File: src/rtl/mem_arb_pkg.sv
// Shared types and helpers for the processor/VGA memory arbiter.
package mem_arb_pkg;

  // Who currently owns the memory port.
  typedef enum logic [1:0] {
    OWN_NONE = 2'd0,
    OWN_PROC = 2'd1,
    OWN_VGA  = 2'd2
  } owner_t;

  // Tag travelling alongside a read through the return pipe.
  typedef struct packed {
    logic   valid;
    owner_t id;
  } rtag_t;

  // Legal range for the memory read latency.
  localparam int unsigned RD_LAT_MIN = 1;
  localparam int unsigned RD_LAT_MAX = 4;

  function automatic logic rd_lat_ok(input int unsigned lat);
    return (lat >= RD_LAT_MIN) && (lat <= RD_LAT_MAX);
  endfunction

endpackage

File: src/rtl/mem_arb_rdpipe.sv
// Read-return tag pipe: delays each accepted-read tag by DEPTH edges so it
// lines up with the memory's read data.
module mem_arb_rdpipe
  import mem_arb_pkg::*;
#(
  parameter int unsigned DEPTH = 1
) (
  input  logic  clk,
  input  logic  clr_n,
  input  rtag_t tag_i,
  output rtag_t tag_o
);

  rtag_t stage_q [DEPTH];

  // Shift tags forward every cycle; a low clr_n flushes in-flight reads.
  always_ff @(posedge clk) begin
    if (!clr_n) begin
      for (int i = 0; i < int'(DEPTH); i++) begin
        stage_q[i] <= '0;
      end
    end else begin
      stage_q[0] <= tag_i;
      for (int i = 1; i < int'(DEPTH); i++) begin
        stage_q[i] <= stage_q[i-1];
      end
    end
  end

  assign tag_o = stage_q[DEPTH-1];

endmodule

File: src/rtl/mem_arbiter.sv
// Per-cycle request/grant arbiter sharing one single-port memory between the
// processor data port and the VGA pixel fetch, with bounded hold and tagged
// read-data return.
module mem_arbiter
  import mem_arb_pkg::*;
#(
  parameter int unsigned ADDR_W       = 32,
  parameter int unsigned DATA_W       = 32,
  parameter int unsigned READ_LATENCY = 1,
  parameter int unsigned MAX_HOLD     = 16
) (
  input  logic              clk,
  input  logic              reset,
  input  logic              p_req,
  input  logic              p_we,
  input  logic [ADDR_W-1:0] p_addr,
  input  logic [DATA_W-1:0] p_wdata,
  output logic              p_gnt,
  output logic              p_rvalid,
  output logic [DATA_W-1:0] p_rdata,
  input  logic              v_req,
  input  logic [ADDR_W-1:0] v_addr,
  output logic              v_gnt,
  output logic              v_rvalid,
  output logic [DATA_W-1:0] v_rdata,
  output logic [ADDR_W-1:0] m_addr,
  output logic              m_we,
  output logic [DATA_W-1:0] m_wdata,
  input  logic [DATA_W-1:0] m_rdata
);

  localparam int unsigned HOLD_W = $clog2(MAX_HOLD + 1);
  localparam logic [HOLD_W-1:0] HOLD_MAX = HOLD_W'(MAX_HOLD);
  localparam logic [HOLD_W-1:0] HOLD_ONE = HOLD_W'(1);

  generate
    if (!rd_lat_ok(READ_LATENCY) || (MAX_HOLD < 1)) begin : g_param_check
      $error("mem_arbiter: READ_LATENCY must be 1..4 and MAX_HOLD >= 1");
    end
  endgenerate

  owner_t            owner_q, owner_d;
  logic [HOLD_W-1:0] hold_q, hold_d;
  logic [HOLD_W-1:0] hold_inc;
  logic [ADDR_W-1:0] addr_q;
  logic [DATA_W-1:0] wdata_q;
  logic              grant_p, grant_v;
  rtag_t             push_tag, ret_tag;

  // Grant decision: single requester always wins; contention goes to VGA from
  // idle, then stays with the owner until its hold budget runs out.
  always_comb begin
    grant_p = 1'b0;
    grant_v = 1'b0;
    if (reset) begin
      if (p_req && v_req) begin
        if (owner_q == OWN_NONE) begin
          grant_v = 1'b1;
        end else if (hold_q < HOLD_MAX) begin
          grant_p = (owner_q == OWN_PROC);
          grant_v = (owner_q == OWN_VGA);
        end else begin
          grant_p = (owner_q == OWN_VGA);
          grant_v = (owner_q == OWN_PROC);
        end
      end else begin
        grant_p = p_req;
        grant_v = v_req;
      end
    end
  end

  assign hold_inc = (hold_q == HOLD_MAX) ? hold_q : hold_q + HOLD_ONE;

  // Next owner and hold count follow whoever was granted this cycle.
  always_comb begin
    owner_d = OWN_NONE;
    hold_d  = '0;
    if (grant_p) begin
      owner_d = OWN_PROC;
      hold_d  = (owner_q == OWN_PROC) ? hold_inc : HOLD_ONE;
    end else if (grant_v) begin
      owner_d = OWN_VGA;
      hold_d  = (owner_q == OWN_VGA) ? hold_inc : HOLD_ONE;
    end
  end

  // Memory command mux; with no grant the bus keeps the last granted values.
  always_comb begin
    m_addr  = addr_q;
    m_wdata = wdata_q;
    m_we    = 1'b0;
    if (!reset) begin
      m_addr  = '0;
      m_wdata = '0;
    end else if (grant_p) begin
      m_addr  = p_addr;
      m_wdata = p_wdata;
      m_we    = p_we;
    end else if (grant_v) begin
      m_addr  = v_addr;
    end
  end

  // Arbitration state and held bus values.
  always_ff @(posedge clk) begin
    if (!reset) begin
      owner_q <= OWN_NONE;
      hold_q  <= '0;
      addr_q  <= '0;
      wdata_q <= '0;
    end else begin
      owner_q <= owner_d;
      hold_q  <= hold_d;
      addr_q  <= m_addr;
      wdata_q <= m_wdata;
    end
  end

  // Tag each accepted read with its requester; writes and idle push nothing.
  always_comb begin
    push_tag.valid = (grant_p && !p_we) || grant_v;
    push_tag.id    = grant_p ? OWN_PROC : (grant_v ? OWN_VGA : OWN_NONE);
  end

  mem_arb_rdpipe #(
    .DEPTH (READ_LATENCY)
  ) u_rdpipe (
    .clk   (clk),
    .clr_n (reset),
    .tag_i (push_tag),
    .tag_o (ret_tag)
  );

  // Returned data is broadcast; the valid strobes steer it to its owner.
  assign p_gnt    = grant_p;
  assign v_gnt    = grant_v;
  assign p_rvalid = reset && ret_tag.valid && (ret_tag.id == OWN_PROC);
  assign v_rvalid = reset && ret_tag.valid && (ret_tag.id == OWN_VGA);
  assign p_rdata  = m_rdata;
  assign v_rdata  = m_rdata;

endmodule
File: config.mk
export PLATFORM = sky130hd
export DESIGN_NAME = mem_arbiter
export DESIGN_NICKNAME = d
export VERILOG_FILES = /design/src/rtl/mem_arb_pkg.sv /design/src/rtl/mem_arb_rdpipe.sv /design/src/rtl/mem_arbiter.sv
export SDC_FILE = /design/constraint.sdc
export NUM_CORES = 1
export LEC_CHECK = 0
export BUFFER_PORTS_ARGS = -buffer_cell sky130_fd_sc_hd__buf_4
export CAP_MARGIN = 20
export CORE_AREA = 2 2 104 106
export CTS_BUF_LIST = sky130_fd_sc_hd__clkbuf_4 sky130_fd_sc_hd__clkbuf_8 sky130_fd_sc_hd__clkbuf_16
export DETAILED_ROUTE_END_ITERATION = 6
export DIE_AREA = 0 0 106 108
export GPL_TIMING_DRIVEN = 0
export PLACE_DENSITY = 0.75
export SLEW_MARGIN = 20
export SYNTH_ARGS = -nofsm -noshare
export SYNTH_HDL_FRONTEND = slang
export SYNTH_SLANG_ARGS = --single-unit
File: constraint.sdc
create_clock -name clk -period 1.8 [get_ports clk]
set_input_delay 0.18 -clock clk [delete_from_list [all_inputs] [get_ports clk]]
set_output_delay 0.18 -clock clk [all_outputs]
set_load 0.01 [all_outputs]
==> metrics.csv <==
metric;value;unit
p_leak;3.439;nW
syn_area;3971;µm²
place_inst;843;
ir_worst_vdd;0.3783;mV
ant_nets;0;
r2r_end;addr_q[7];
dp_slack;-289.2;ps
grt_max_degree;13;
h-tree-depth;3;
violations;setup timing;
rows;37;
holdPathStages;2;
die_x;106;µm
grt_pass1_vias;4101;
first_pass_iters;4;
cpMostUsedCell;clkbuf_16;
hold_viol;0;
ys_types;32;
cts_buffers;9;
power_switching;0.001311;W
vias;4360;
max_stage_delay;360;ps
core_area;10230;µm²
ctsRootBufferMaster;clkbuf_8;
startpoint_type;register;
cts_tree;done;
insertion_delay;340;ps
drv_slew;0;
fmax;0.4436;GHz
hpwl;9.132;mm
cp_cell_sequence;and3b_2 -> o31ai_4 -> buf_6 -> clkbuf_16 -> clkbuf_16 -> a21oi_2 -> buf_4;
crit_family;buffers and inverters;
clock-sinks;72;
tightest_slew;653.5;ps
via_per_inst;4.921;
start_util;38.82;%
rsz0062_at_grt;yes;
cts_hold_buf;0;
crit_buf_inv;4;
syn_to_final_growth;81.10;%
finalClockSkew;10.18;ps
synth_top_cell_by_area;dfxtp_1;
fin_crit_sh;125.2;%
p_comb_share;30.6;%
die_h;108;µm
synth_seq_area_share;36.29;%
synthFlopType;dfxtp_1;
fp.dieArea;11450;µm²
cp_slowest_cell;dfxtp_2;
synth_nets;609;
finalNonFillerCells;886;
antenna_cells;0;
gp_congestion;0.8005;
clk_path_buf_depth;2;
cp_max_fo;7;
grt_pass1_wl;18.55;mm
ys_warn_count;0;
rrSetupSlack;70;ps
power_density;654.9;nW/µm²
nets;880;
drtIter0Drc;152;
outcome;finished with violations;
io_pins;266;
path_class;reg2out;
antenna_found_initial;0;
synthTopCellsByArea;dfxtp_1, buf_4, a21boi_0, a21oi_1, mux2i_1;
avgSynthCellArea;8.378;µm²
cp.arrival;2070;ps
hold_end;u_rdpipe.stage_q[0][2];
numPortBuffers;233;
drc_errors;0;
path_clk_slew;80;ps
synthCells;474;
cp.required;1620;ps
clockPowerShare;32.2;%
seqPwrFrac;37.1;%
drive_gt1_share;63.33;%
synth_top_area_share;36.29;%
grt_usage;19.96;%
grt-ovfl-total;0;
p_sw_share;27.82;%
slew_headroom;56.43;%
min_path_type;in2reg;
reg2reg_depth;6;
min_period;2254;ps
power;0.004710;W
worstHoldStart;p_we;
final.setup.tns;-25010;ps
setup_viol;67;
routedWlPerCell;15.20;µm
cp-end-kind;output port;
p_int;0.003400;W
ys_ff_latch;72;
synth_edf_count;0;
setup_ws;-454.3;ps
drv_cap;0;
finalWirelength;13.46;mm
synthArstFlopShare;0;%
r2r-start;owner_q[0];
-- power by group through the flow --
stage	combinational, W	clock [W]	sequential, W
after floorplan	0.000583	0	0.00176
after global placement	0.00109	0	0.00176
after detailed placement	0.00111	0	0.00177
after CTS	0.00120	0.00154	0.00173
after global routing	0.00154	0.00161	0.00176
final	0.00144	0.00152	0.00175
-- cell usage after synthesis (all sizes together) (3+ instances only) --
library cell / n
inv: 8
buf: 83
nand2b: 3
dfxtp: 72
mux2i: 32
a21boi: 64
nand2: 69
a21oi: 65
o21ai: 36
clkbuf: 15
nor2: 5
-- through the flow --
stage	utilization, %	hold WS [ps]	instance area [µm²]
5_1_grt	70.29	42.31	7192
3_5_place_dp	57.58	398.0	5891
4_1_cts	62.39	23.12	6384
2_1_floorplan	-	294.6	3971
3_3_place_gp	57.58	394.3	5891
6_report	70.29	35.75	7192
-- how the worst max path moves through the flow --
| stage | from | endpoint | slack [ps] | cells after the start |
|---|---|---|---|---|
| 2_1_floorplan | hold_q[4] | m_addr[0] | 90 | 7 |
| 3_3_place_gp | hold_q[4] | m_addr[17] | -250 | 8 |
| 3_5_place_dp | hold_q[4] | m_addr[12] | -290 | 8 |
| 4_1_cts | hold_q[4] | m_addr[12] | -450 | 8 |
| 5_1_grt | owner_q[0] | m_addr[22] | -520 | 7 |
| 6_report | owner_q[0] | m_addr[7] | -450 | 7 |
-- area by class of cell --
| type | count | area, µm² |
|---|---|---|
| flip-flops and latches | 72 | 1448 |
| repair buffers | 261 | 2122 |
| clock inverters | 4 | 75.07 |
| plain buffers | 97 | 818.3 |
| fillers | 763 | 3039 |
| well taps | 136 | 170.2 |
| clock buffers | 12 | 165.2 |
| multi-input cells | 296 | 2351 |
| inverters | 8 | 42.54 |
-- placed cells by master, fill, tap and decap left out, types with 3 or more instances in the layout --
cell type	Yosys	routed
a21oi_4	0	4
a21oi_2	0	20
nand2b_1	3	3
o21ai_2	0	14
a21boi_0	64	31
a21oi_1	65	41
mux2i_2	0	7
inv_1	8	6
buf_4	71	307
buf_12	2	5
clkbuf_1	15	11
nand2_1	69	41
clkbuf_8	0	12
a21boi_2	0	26
buf_8	1	9
o21ai_1	0	10
dfxtp_1	72	69
o21ai_0	36	11
mux2i_1	32	24
a21boi_1	0	7
nand2_4	0	27
buf_6	2	17
nor2_1	5	5
clkbuf_16	0	6
-- per-layer routing --
| metal | part of all wire [%] | vias to the layer above | routed length, µm | global-route usage (%) |
|---|---|---|---|---|
| met4 | 1.7 | 0 | 225 | 5.357 |
| met2 | 53 | 202 | 7075 | 37.97 |
| met5 | 0 | - | 0 | 0 |
| met1 | 38 | 2033 | 5141 | 22.32 |
| li1 | - | 2105 | - | - |
| met3 | 7.6 | 20 | 1021 | 4.641 |
-- flip-flops by register name, indices dropped and copies added (netlist names) --
name / cells
wdata_q: 32
addr_q: 32
u_rdpipe.stage_q: 2
owner_q: 1
hold_q: 5
-- cell families after synthesis --
| kind of cell | count (synthesis) | share of synthesized area, % |
|---|---|---|
| compound gates | 171 | 26.34 |
| buf+inv | 106 | 18.40 |
| simple gates | 87 | 9.231 |
| flops | 72 | 36.29 |
| mux | 33 | 8.444 |
| xor+xnor | 3 | 0.6617 |
| fa+ha+maj | 2 | 0.6300 |
-- repair_timing --
| item | in CTS | in global routing |
|---|---|---|
| pin swaps | 23 | 59 |
| setup endpoints to repair | 71 | 70 |
| resized for setup | 77 | 192 |
| setup buffers | 11 | 7 |
| cloned | 4 | 7 |
Note: power is estimated with default switching activity, not from simulation.
